===== src/rtl/seg_ctrl_pkg.sv =====
// Shared types and helpers for the seven-segment display arbiter.
// Holds the FSM state encoding and the modular index helper used for round-robin order.
package seg_ctrl_pkg;

   localparam int unsigned DATA_W_DEF = 16;

   typedef enum logic {
      StIdle = 1'b0,
      StShow = 1'b1
   } state_e;

   // Wraps a value in [0, 2n) back into [0, n).
   function automatic int unsigned rr_wrap(int unsigned a, int unsigned n);
      return (a >= n) ? a - n : a;
   endfunction

endpackage


===== src/rtl/rr_arbiter.sv =====
// Combinational round-robin picker: first set request at or after rr_ptr, modulo NUM_REQ.
// Returns the one-hot winner, its index and whether any request is pending.
module rr_arbiter
   import seg_ctrl_pkg::*;
#(
   parameter int unsigned NUM_REQ = 4,
   parameter int unsigned PTR_W   = 2
) (
   input  logic [NUM_REQ-1:0] req,
   input  logic [PTR_W-1:0]   rr_ptr,
   output logic [NUM_REQ-1:0] winner,
   output logic [PTR_W-1:0]   win_idx,
   output logic               any_req
);

   logic [PTR_W-1:0] idx;

   always_comb begin
      winner  = '0;
      win_idx = '0;
      any_req = 1'b0;
      idx     = '0;
      for (int unsigned i = 0; i < NUM_REQ; i++) begin
         idx = PTR_W'(rr_wrap(32'(rr_ptr) + i, NUM_REQ));
         if (!any_req && req[idx]) begin
            any_req      = 1'b1;
            winner[idx]  = 1'b1;
            win_idx      = idx;
         end
      end
   end

endmodule


===== src/rtl/seg_display_arbiter.sv =====
// Time-shares one 4-digit seven-segment display between NUM_REQ requesters.
// Round-robin winner's value is latched and held for HOLD_CYCLES, ending with a done pulse.
module seg_display_arbiter
   import seg_ctrl_pkg::*;
#(
   parameter int unsigned NUM_REQ     = 4,
   parameter int unsigned DATA_W      = DATA_W_DEF,
   parameter int unsigned HOLD_CYCLES = 50_000_000
) (
   input  logic                      clk,
   input  logic                      rst_n,
   input  logic [NUM_REQ-1:0]        req_i,
   input  logic [NUM_REQ*DATA_W-1:0] data_i,
   output logic [NUM_REQ-1:0]        grant_o,
   output logic [NUM_REQ-1:0]        done_o,
   output logic                      busy_o,
   output logic [31:0]               number_o
);

   localparam int unsigned PTR_W = $clog2(NUM_REQ);
   localparam int unsigned CNT_W = $clog2(HOLD_CYCLES + 1);
   localparam logic [CNT_W-1:0] CNT_LOAD = CNT_W'(HOLD_CYCLES - 1);

   state_e              state_q, state_d;
   logic [PTR_W-1:0]    rr_ptr_q, rr_ptr_d;
   logic [NUM_REQ-1:0]  grant_q, grant_d;
   logic [CNT_W-1:0]    cnt_q, cnt_d;
   logic [DATA_W-1:0]   value_q, value_d;

   logic [NUM_REQ-1:0]  winner;
   logic [PTR_W-1:0]    win_idx;
   logic                any_req;
   logic [DATA_W-1:0]   sel_data;

   rr_arbiter #(
      .NUM_REQ (NUM_REQ),
      .PTR_W   (PTR_W)
   ) u_rr_arbiter (
      .req     (req_i),
      .rr_ptr  (rr_ptr_q),
      .winner  (winner),
      .win_idx (win_idx),
      .any_req (any_req)
   );

   always_comb begin
      sel_data = '0;
      for (int unsigned k = 0; k < NUM_REQ; k++) begin
         if (win_idx == PTR_W'(k)) sel_data = data_i[k*DATA_W +: DATA_W];
      end
   end

   always_comb begin
      state_d  = state_q;
      rr_ptr_d = rr_ptr_q;
      grant_d  = grant_q;
      cnt_d    = cnt_q;
      value_d  = value_q;
      unique case (state_q)
         StIdle: begin
            if (any_req) begin
               state_d  = StShow;
               grant_d  = winner;
               value_d  = sel_data;
               cnt_d    = CNT_LOAD;
               rr_ptr_d = PTR_W'(rr_wrap(32'(win_idx) + 1, NUM_REQ));
            end
         end
         StShow: begin
            if (cnt_q == '0) begin
               state_d = StIdle;
               grant_d = '0;
            end else begin
               cnt_d = cnt_q - CNT_W'(1);
            end
         end
         default: state_d = StIdle;
      endcase
   end

   always_ff @(posedge clk or negedge rst_n) begin
      if (!rst_n) begin
         state_q  <= StIdle;
         rr_ptr_q <= '0;
         grant_q  <= '0;
         cnt_q    <= '0;
         value_q  <= '0;
      end else begin
         state_q  <= state_d;
         rr_ptr_q <= rr_ptr_d;
         grant_q  <= grant_d;
         cnt_q    <= cnt_d;
         value_q  <= value_d;
      end
   end

   // The last display cycle is the one with the counter at zero.
   always_comb begin
      busy_o   = (state_q == StShow);
      grant_o  = grant_q;
      done_o   = (state_q == StShow && cnt_q == '0) ? grant_q : '0;
      number_o = 32'(value_q);
   end

endmodule


===== config.mk =====
export PLATFORM = sky130hd
export DESIGN_NAME = seg_display_arbiter
export DESIGN_NICKNAME = d
export VERILOG_FILES = /design/src/rtl/seg_ctrl_pkg.sv /design/src/rtl/rr_arbiter.sv /design/src/rtl/seg_display_arbiter.sv
export SDC_FILE = /design/constraint.sdc
export NUM_CORES = 1
export LEC_CHECK = 0
export ABC_AREA = 1
export ABC_CLOCK_PERIOD_IN_PS = 8700
export CAP_MARGIN = 25
export CORE_ASPECT_RATIO = 0.6
export CORE_MARGIN = 2
export CORE_UTILIZATION = 53
export DETAILED_ROUTE_END_ITERATION = 7
export PLACE_DENSITY = 0.88
export SLEW_MARGIN = 40
export SYNTH_ARGS = -nofsm -noshare
export SYNTH_HDL_FRONTEND = slang
export SYNTH_SLANG_ARGS = --single-unit

===== constraint.sdc =====
create_clock -name clk -period 8.7 [get_ports clk]
set_input_delay 1.74 -clock clk [delete_from_list [all_inputs] [get_ports clk]]
set_output_delay 1.74 -clock clk [all_outputs]
set_load 0.02 [all_outputs]

==> impl_metrics.toml, run 1 <==
[timing]
fin_worst_skew_ps = 5.22
fin_crit_ps = 4620
layout_worst_path_cycle_share_pct = 53.1
report.final.hold_viol_count = 0
timing_max_transition_violations_final = 0
max_clock_freq_mhz = 216
relSlewSlack_pct = 57.8
transition_time_at_the_pin_with_the_least_slew_margin_ps = 633
setup-violations-final = 0
grt_setup_unrepaired = "no"
setup-tns-final_ps = 0

[worst_setup_path]
r2r_start = "rr_ptr_q[1]$_DFFE_PN0P_"
crit_path_max_fanout = 17
r2r.worst_path.cells = 15
worstPathArrival_ps = 4820
worst_path_required_time_ps = 8900
r2r-end = "value_q[5]$_DFFE_PN0P_"
setup.worst_path.start_class = "input pin"
crit_type = "in2reg"
r2r_setup_slack_ps = 4820
end_kind = "flip-flop"

[floorplan]
core_area_um2 = 7240
die-height_um = 70.9
ioPinCount = 111
placement_rows = 24
initial_core_util_pct = 54.6
chipWidth_um = 115
die_area_um2 = 8180

[clock_network]
clk_lat_worst_skew_ps = 290
cts_inserted_buffers = 5
clock_tree.root_cell = "sky130_fd_sc_hd__clkbuf_16"
quantity_of_gates_resized_following_cts = 0
postCtsHoldBufs = 0
cts_post_setup_buffers_inserted = 0
htreeDepth = 2
clk_transition_reported_paths_ps = 70
cts_buffer_depth = 2
numClockSinks = 49
tritoncts = "done"

[synth]
number_of_cells_produced_by_synthesis = 583
yosys_warnings = 0
synth_area_per_cell_um2 = 6.78
netlist_area_um2 = 3950
synth.distinct_cells = 29
flops_latches_synth = 49
synth.yosys.seq_area_share_pct = 31.0

[min_path]
min_delay_worst_endpoint = "value_q[14]$_DFFE_PN0P_"
worst_min_path_class = "reg2reg"
worstHoldStart = "value_q[14]$_DFFE_PN0P_"
min_delay_path_depth = 2

[routing]
drt-initial-drc-count = 454
route.detailed.wl_per_inst_um = 14.0
drt_wl_total_um = 10700
via_per_inst = 5.38
drcViolationCount = 0
drtAntennaViolNets = 0
first_pass_iters = 5
via_count = 4123

[placed_design]
routabilityCongestion = 0.984
port_buffers = 94
dpl.hpwl_um = 7810

[global_routing]
grt_start_max_net_pins = 65
grt_antenna_before_repair = 0
grt_remaining_overflow = 0
vias_in_the_first_global_route = 3946
grt_pass1_wl_um = 18000
grt.total_usage_pct = 27.3

[final_layout]
syn_to_final_growth_pct = 26.1
layout_cell_share_with_drive_strength_beyond_1_pct = 5.13
antenna-diode-count = 0
finalNetCount = 745
fillerInstances = 612

[run_status]
status = "completed"

[pwr]
ir_drop_mv = 0.217
power_leakage_nw = 2.47
power_per_cell_area_nw_per_um2 = 367
power.total_mw = 1.83

[job]
cap_viol_max_count = 0
[logic make-up after synthesis]
| family | count (synthesis) | share of synthesized area [%] |
|---|---|---|
| buffers and inverters | 92 | 11.8 |
| xor gates and xnor gates | 6 | 1.33 |
| DFF | 49 | 31.0 |
| adders and majority gates | 13 | 4.12 |
| and+or+nand+nor | 350 | 39.4 |
| other | 1 | 0.0949 |
| muxes | 16 | 4.05 |
| AOI/OAI and AO/OA | 56 | 8.11 |
[cell usage in the layout, fill, tap and decap left out, drive strengths merged, types with 4 or more instances in the layout]
| cell | synthesis | final |
|---|---|---|
| clkdlybuf4s50 | 0 | 93 |
| dfrtp | 49 | 49 |
| a22oi | 16 | 16 |
| nand3 | 77 | 77 |
| mux2i | 16 | 16 |
| conb | 1 | 16 |
| clkbuf | 9 | 6 |
| or2 | 7 | 7 |
| xor2 | 4 | 4 |
| nand2 | 190 | 190 |
| nor2 | 69 | 69 |
| inv | 54 | 54 |
| o21ai | 21 | 21 |
| ha | 13 | 13 |
| a21oi | 19 | 19 |
| nand4 | 5 | 5 |
[power by group]
group | switching, mW | internal (mW) | total [mW] | leakage, nW
registers | 0.110 | 0.323 | 0.433 | 0.602
logic | 0.722 | 0.473 | 1.20 | 1.79
clock network | 0.0859 | 0.115 | 0.200 | 0.0768
[cell usage after synthesis]
library cell / number / area, um^2
sky130_fd_sc_hd__clkbuf_2: 1 / 5.00
sky130_fd_sc_hd__clkbuf_1: 8 / 30.0
sky130_fd_sc_hd__nor2_1: 67 / 251
sky130_fd_sc_hd__mux2i_1: 16 / 160
sky130_fd_sc_hd__buf_6: 5 / 56.3
sky130_fd_sc_hd__nor2_8: 1 / 20.0
sky130_fd_sc_hd__a21oi_1: 19 / 95.1
sky130_fd_sc_hd__nand2_1: 181 / 679
sky130_fd_sc_hd__inv_4: 1 / 6.26
sky130_fd_sc_hd__ha_1: 13 / 163
sky130_fd_sc_hd__nand2_8: 2 / 40.0
sky130_fd_sc_hd__nand2_2: 3 / 18.8
sky130_fd_sc_hd__a22oi_1: 16 / 120
sky130_fd_sc_hd__conb_1: 1 / 3.75
sky130_fd_sc_hd__inv_1: 53 / 199
sky130_fd_sc_hd__nand2_4: 4 / 45.0
sky130_fd_sc_hd__nor3_1: 2 / 10.0
sky130_fd_sc_hd__nand3_1: 75 / 375
sky130_fd_sc_hd__nand4_1: 5 / 31.3
sky130_fd_sc_hd__buf_1: 1 / 3.75
sky130_fd_sc_hd__dfrtp_1: 49 / 1230
sky130_fd_sc_hd__xor2_1: 4 / 35.0
sky130_fd_sc_hd__nand3_4: 2 / 35.0
sky130_fd_sc_hd__buf_2: 2 / 10.0
sky130_fd_sc_hd__buf_4: 21 / 158
sky130_fd_sc_hd__or2_2: 7 / 43.8
sky130_fd_sc_hd__nor2_2: 1 / 6.26
sky130_fd_sc_hd__xnor2_1: 2 / 17.5
sky130_fd_sc_hd__o21ai_0: 21 / 105
[how the worst max path moves through the flow]
| stage | from | end | slack (ps) | cells past startpoint |
|---|---|---|---|---|
| 2_1_floorplan | req_i[1] | value_q[14]$_DFFE_PN0P_ | 4870 | 16 |
| 3_3_place_gp | req_i[3] | value_q[7]$_DFFE_PN0P_ | 3720 | 14 |
| 3_5_place_dp | req_i[2] | value_q[5]$_DFFE_PN0P_ | 3790 | 14 |
| 4_1_cts | req_i[3] | value_q[5]$_DFFE_PN0P_ | 4080 | 15 |
| 5_1_grt | req_i[2] | value_q[5]$_DFFE_PN0P_ | 3780 | 14 |
| 6_report | req_i[3] | value_q[5]$_DFFE_PN0P_ | 4080 | 14 |
[sequential cells by signal, summed over array words and instances, names as in the netlist]
name / count
cnt_q: 26
busy_o: 1
rr_ptr_q: 2
value_q: 16
grant_o: 4
[critical path, stage by stage]
cell	delay, ps
sky130_fd_sc_hd__clkdlybuf4s50_1	500
sky130_fd_sc_hd__nand2_1	100
sky130_fd_sc_hd__nand3_4	170
sky130_fd_sc_hd__nand2_4	100
sky130_fd_sc_hd__nand3_1	180
sky130_fd_sc_hd__nand3_1	110
sky130_fd_sc_hd__nand2_1	190
sky130_fd_sc_hd__inv_1	90
sky130_fd_sc_hd__ha_1	430
sky130_fd_sc_hd__nor2_2	590
sky130_fd_sc_hd__nand2_1	150
sky130_fd_sc_hd__a22oi_1	210
sky130_fd_sc_hd__mux2i_1	100
sky130_fd_sc_hd__o21ai_0	160
[layout make-up]
class / instances / area [um^2] / area share (%)
clock buffers: 6 / 139 / 2.79
clock inverters: 2 / 13.8 / 0.276
inverters: 54 / 205 / 4.12
multi-input cells: 457 / 2320 / 46.6
flip-flops and latches: 49 / 1230 / 24.6
well taps: 104 / 130 / 2.61
repair buffers: 95 / 946 / 19.0
[through the flow]
stage	hold slack, ps	instance area (um^2)	setup slack [ps]	instances	util (%)
global route	507	4980	3780	767	68.8
global placement	468	4820	3720	759	66.6
CTS	491	4980	4080	767	68.8
floorplan	476	4010	4870	598	-
finish	486	4980	4080	767	68.8
detailed placement	474	4830	3790	759	66.7
[routing by layer]
layer / GRT usage, % / share of wire [%]
met5: 0 / 0
met4: 7.76 / 1.7
met3: 6.26 / 7.5
met2: 44.1 / 46
met1: 37.0 / 45
Note: power is estimated with default switching activity, not from simulation.
==> inputs of run 2 (changes only) <==
--- a/config.mk
+++ b/config.mk
@@ -6,13 +6,13 @@
 export NUM_CORES = 1
 export LEC_CHECK = 0
 export ABC_AREA = 1
-export ABC_CLOCK_PERIOD_IN_PS = 8700
+export ABC_CLOCK_PERIOD_IN_PS = 4150
 export CAP_MARGIN = 25
 export CORE_ASPECT_RATIO = 0.6
 export CORE_MARGIN = 2
-export CORE_UTILIZATION = 53
+export CORE_UTILIZATION = 44
 export DETAILED_ROUTE_END_ITERATION = 7
-export PLACE_DENSITY = 0.88
+export PLACE_DENSITY = 0.78
 export SLEW_MARGIN = 40
 export SYNTH_ARGS = -nofsm -noshare
 export SYNTH_HDL_FRONTEND = slang
==> constraint.sdc (replaced) <==
create_clock -name clk -period 4.15 [get_ports clk]
set_input_delay 0.83 -clock clk [delete_from_list [all_inputs] [get_ports clk]]
set_output_delay 0.83 -clock clk [all_outputs]
set_load 0.02 [all_outputs]
==> impl_metrics.toml, run 2 (synthesis gave the netlist of run 1 again) <==
[run_status]
status = "completed"

[clock_network]
quantity_of_gates_resized_following_cts = 0
tritoncts = "done"
htreeDepth = 2
cts_post_setup_buffers_inserted = 0
clk_transition_reported_paths_ps = 70
numClockSinks = 49
clk_lat_worst_skew_ps = 290
postCtsHoldBufs = 0
cts_buffer_depth = 2
cts_inserted_buffers = 5
clock_tree.root_cell = "sky130_fd_sc_hd__clkbuf_16"

[timing]
timing_max_transition_violations_final = 0
fin_worst_skew_ps = 5.59
grt_setup_unrepaired = "no"
setup-tns-final_ps = 0
layout_worst_path_cycle_share_pct = 81.5
fin_crit_ps = 3380
max_clock_freq_mhz = 296
setup-violations-final = 0
relSlewSlack_pct = 57.2
transition_time_at_the_pin_with_the_least_slew_margin_ps = 642
report.final.hold_viol_count = 0

[routing]
via_count = 4034
drtAntennaViolNets = 0
drt-initial-drc-count = 349
via_per_inst = 5.17
route.detailed.wl_per_inst_um = 13.4
first_pass_iters = 5
drcViolationCount = 0
drt_wl_total_um = 10500

[global_routing]
grt_remaining_overflow = 0
grt.total_usage_pct = 21.6
grt_pass1_wl_um = 17600
grt_start_max_net_pins = 65
grt_antenna_before_repair = 0
vias_in_the_first_global_route = 3766

[final_layout]
antenna-diode-count = 0
finalNetCount = 750
utilization_pct = 58.5
most-common-layout-cells = "sky130_fd_sc_hd__nand2_1 (181), sky130_fd_sc_hd__clkdlybuf4s50_1 (93), sky130_fd_sc_hd__nand3_1 (75), sky130_fd_sc_hd__nor2_1 (67), sky130_fd_sc_hd__inv_1 (53)"
final_common_cell = "sky130_fd_sc_hd__nand2_1"
syn_to_final_growth_pct = 27.7
layout_cell_share_with_drive_strength_beyond_1_pct = 5.39
largest_register_ffs = 26
top_register = "cnt_q"

[worst_setup_path]
crit_type = "reg2out"
worstPathArrival_ps = 2550
r2r.worst_path.cells = 16
end_kind = "output port"
worst_path_required_time_ps = 3320
setup.worst_path.start_class = "flip-flop"
r2r_setup_slack_ps = 850
crit_path_max_fanout = 8

[min_path]
worst_min_path_class = "reg2reg"
min_delay_path_depth = 2

[pwr]
power_per_cell_area_nw_per_um2 = 769
power_leakage_nw = 2.50
ir_drop_mv = 0.499

[floorplan]
die_area_um2 = 9780
placement_rows = 26
chipWidth_um = 126
ioPinCount = 111
initial_core_util_pct = 45.8
core_area_um2 = 8620
die-height_um = 77.4

[placed_design]
dpl.hpwl_um = 7670
routabilityCongestion = 0.892
port_buffers = 94

[job]
cap_viol_max_count = 0
## run 2: layout make-up
cell class / instances / area, um^2
Fill cell: 757 / 3580
Clock inverter: 1 / 30.0
Sequential cell: 49 / 1230
Tap cell: 112 / 140
Inverter: 54 / 205
Clock buffer: 7 / 143
Multi-Input combinational cell: 457 / 2310
Timing Repair Buffer: 100 / 983
## run 2: final timing paths
check | start | endpoint
max in group asynchronous | rst_n | cnt_q[15]$_DFFE_PN0P_
min reg2reg | value_q[14]$_DFFE_PN0P_ | value_q[14]$_DFFE_PN0P_
max reg2reg | rr_ptr_q[1]$_DFFE_PN0P_ | value_q[11]$_DFFE_PN0P_
max | cnt_q[0]$_DFFE_PN0P_ | done_o[0]
min | value_q[14]$_DFFE_PN0P_ | value_q[14]$_DFFE_PN0P_
min in group asynchronous | rst_n | cnt_q[21]$_DFFE_PN0P_
## run 2: critical path, cell delays in order (launching register included)
cell and delay (ps):
sky130_fd_sc_hd__dfrtp_1 400, sky130_fd_sc_hd__inv_1 80, sky130_fd_sc_hd__ha_1 240, sky130_fd_sc_hd__nand2_1 180
sky130_fd_sc_hd__inv_1 130, sky130_fd_sc_hd__nand2_1 80, sky130_fd_sc_hd__nor2_1 110, sky130_fd_sc_hd__nand3_1 230
sky130_fd_sc_hd__nor2_1 190, sky130_fd_sc_hd__clkdlybuf4s50_1 620
## run 2: report_power, final
group / switching, mW / internal [mW] / total, mW
clock network: 0.178 / 0.301 / 0.479
registers: 0.214 / 0.677 / 0.891
logic: 1.49 / 1.02 / 2.51
total: 1.88 / 2.00 / 3.88
## run 2: per-layer routing
metal  part of all wire (%)  vias up  wire [um]  global-route usage (%)
li1                       -     2004          -                       -
met1                     47     1855       4890                    29.2
met2                     45      169       4670                    35.8
met3                    8.2        6        857                    5.52
met4                   0.51        0         53                    3.63
met5                      0        -          0                       0
## run 2: per-stage QoR
stage | cell area [um^2] | total power, mW | std cells | hold slack (ps) | setup WS [ps]
3_3_place_gp | 4860 | 3.29 | 772 | 470 | 507
5_1_grt | 5040 | 4.24 | 780 | 508 | 515
6_report | 5040 | 3.88 | 780 | 486 | 767
4_1_cts | 5040 | 3.86 | 780 | 490 | 772
2_1_floorplan | 4010 | 2.70 | 598 | 476 | 1130
3_5_place_dp | 4870 | 3.36 | 772 | 472 | 725
==> inputs of run 3 (changes only) <==
--- a/config.mk
+++ b/config.mk
@@ -6,7 +6,7 @@
 export NUM_CORES = 1
 export LEC_CHECK = 0
 export ABC_AREA = 1
-export ABC_CLOCK_PERIOD_IN_PS = 4150
+export ABC_CLOCK_PERIOD_IN_PS = 2990
 export CAP_MARGIN = 25
 export CORE_ASPECT_RATIO = 0.6
 export CORE_MARGIN = 2
==> constraint.sdc (replaced) <==
create_clock -name clk -period 2.99 [get_ports clk]
set_input_delay 0.598 -clock clk [delete_from_list [all_inputs] [get_ports clk]]
set_output_delay 0.598 -clock clk [all_outputs]
set_load 0.02 [all_outputs]
==> impl_metrics.toml, run 3 (synthesis gave the netlist of run 1 again) <==
[run_status]
status = "completed"

[clock_network]
clock_tree.root_cell = "sky130_fd_sc_hd__clkbuf_16"
postCtsHoldBufs = 0
cts_inserted_buffers = 5
cts_buffer_depth = 2
clk_lat_worst_skew_ps = 290
htreeDepth = 2
numClockSinks = 49
tritoncts = "done"
clk_transition_reported_paths_ps = 70

[min_path]
worst_min_path_class = "in2async"

[routing]
via_per_inst = 5.22
first_pass_iters = 5
drtAntennaViolNets = 0
drt-initial-drc-count = 443
drcViolationCount = 0
via_count = 4119
drt_wl_total_um = 10800
route.detailed.wl_per_inst_um = 13.7

[worst_setup_path]
beginning_of_the_critical_path = "rr_ptr_q[0]$_DFFE_PN0P_"
end_kind = "flip-flop"
crit_type = "reg2reg"
r2r.worst_path.cells = 17
r2r_setup_slack_ps = 170
worstPathArrival_ps = 3030
r2r-end = "value_q[10]$_DFFE_PN0P_"
critical_path.top_delay_family = "simple AND/OR/NAND/NOR gates"
crit_path_max_fanout = 16
cp_slowest_cell = "sky130_fd_sc_hd__dfrtp_1"
cp.depth = 17
r2r_start = "rr_ptr_q[0]$_DFFE_PN0P_"
endpoint = "value_q[10]$_DFFE_PN0P_"
setup.worst_path.start_class = "flip-flop"
worstPathCellList = "inv_4 -> ha_1 -> inv_1 -> nand3_1 -> nand2_2 -> a21oi_1 -> nor2_1 -> nand2_1 -> nand2_2 -> inv_1 -> ha_1 -> nor2_2 -> buf_12 -> nand2_1 -> a22oi_1 -> mux2i_1 -> o21ai_0"
buffer_and_inverter_count_on_the_worst_path = 4
worst_path_required_time_ps = 3200
cp_slowest_stage_delay_ps = 410

[timing]
relSlewSlack_pct = 64.3
timing_max_transition_violations_final = 0
fin_crit_ps = 2820
post_route_setup_slack_ps = 169
report.final.hold_viol_count = 0
setup-violations-final = 0
layout_worst_path_cycle_share_pct = 94.4
setup-tns-final_ps = 0
max_clock_freq_mhz = 354
grt_setup_unrepaired = "no"
transition_time_at_the_pin_with_the_least_slew_margin_ps = 536
fin_worst_skew_ps = 7.21

[job]
cap_viol_max_count = 0

[final_layout]
syn_to_final_growth_pct = 30.2
utilization_pct = 59.7
layout_cell_share_with_drive_strength_beyond_1_pct = 7.39
most-common-layout-cells = "sky130_fd_sc_hd__nand2_1 (179), sky130_fd_sc_hd__clkdlybuf4s50_1 (89), sky130_fd_sc_hd__nand3_1 (74), sky130_fd_sc_hd__nor2_1 (65), sky130_fd_sc_hd__inv_1 (53)"
antenna-diode-count = 0
finalNetCount = 759
largest_register_ffs = 26
final_common_cell = "sky130_fd_sc_hd__nand2_1"
final_cell_count_no_fill = 789
top_register = "cnt_q"

[placed_design]
dp_worst_setup_slack_ps = -83.2
dpl.hpwl_um = 8060
place_inst = 781
port_buffers = 94
routabilityCongestion = 0.896

[floorplan]
core_area_um2 = 8620
chipWidth_um = 126
die_area_um2 = 9780
placement_rows = 26
initial_core_util_pct = 45.8
ioPinCount = 111
die-height_um = 77.4

[global_routing]
vias_in_the_first_global_route = 3880
grt.total_usage_pct = 22.4
grt_remaining_overflow = 0
grt_start_max_net_pins = 51
grt_pass1_wl_um = 18200
grt_antenna_before_repair = 0

[pwr]
power_per_cell_area_nw_per_um2 = 1100
ir_drop_mv = 0.739
power_leakage_nw = 2.57
==> run 3: cell count changes in the layout (fill, tap and decap cells not counted), sizes merged <==
cell           before  now
clkinv              0    1
bufinv              1    0
clkdlybuf4s15       0    2
clkdlybuf4s50      93   89
dlygate4sd2         0    2
buf                 7   16
==> run 3: timing repair <==
action                     4_1_cts  5_1_grt
setup buffers                    0        0
setup endpoints to repair        4        7
gates resized for setup          5        6
pin swaps                        0        0
cloned                           0        0
==> run 3: final cells by class <==
| type | instances | area, um^2 |
|---|---|---|
| clock buffers | 7 | 153 |
| clock inverters | 1 | 5.00 |
| fillers | 745 | 3480 |
| inverters | 54 | 205 |
| multi-input cells | 457 | 2330 |
| flip-flops and latches | 49 | 1230 |
| well taps | 112 | 140 |
| repair buffers | 109 | 1090 |
==> run 3: how the worst min path moves through the flow <==
stage / depth (start not counted) / start / to / slack, ps
floorplan: 0 / rst_n / busy_o$_DFF_PN0_ / 300
CTS: 1 / rst_n / cnt_q[19]$_DFFE_PN0P_ / 300
global placement: 2 / value_q[7]$_DFFE_PN0P_ / value_q[7]$_DFFE_PN0P_ / 470
global route: 1 / rst_n / cnt_q[13]$_DFFE_PN0P_ / 310
finish: 1 / rst_n / cnt_q[19]$_DFFE_PN0P_ / 280
detailed placement: 2 / value_q[5]$_DFFE_PN0P_ / value_q[5]$_DFFE_PN0P_ / 480
==> run 3: metrics by stage <==
stage | power (mW) | hold slack (ps) | area [um^2]
after floorplan | 3.76 | 302 | 4010
final | 5.66 | 279 | 5140
after detailed placement | 4.97 | 476 | 4970
after CTS | 5.60 | 295 | 5130
after global placement | 4.80 | 466 | 4970
after global routing | 6.17 | 313 | 5140
==> run 3: metal layers <==
| metal | global-route usage [%] | routed length, um |
|---|---|---|
| met1 | 30.4 | 4940 |
| met3 | 5.52 | 867 |
| met5 | 0 | 0 |
| met2 | 35.9 | 4860 |
| met4 | 6.26 | 152 |
==> run 3: report_power, final <==
| group | leakage [nW] | internal, mW | switching (mW) |
|---|---|---|---|
| combinational | 1.89 | 1.64 | 2.20 |
| sequential | 0.602 | 0.940 | 0.277 |
| clock | 0.0799 | 0.355 | 0.255 |
| total | 2.57 | 2.93 | 2.73 |
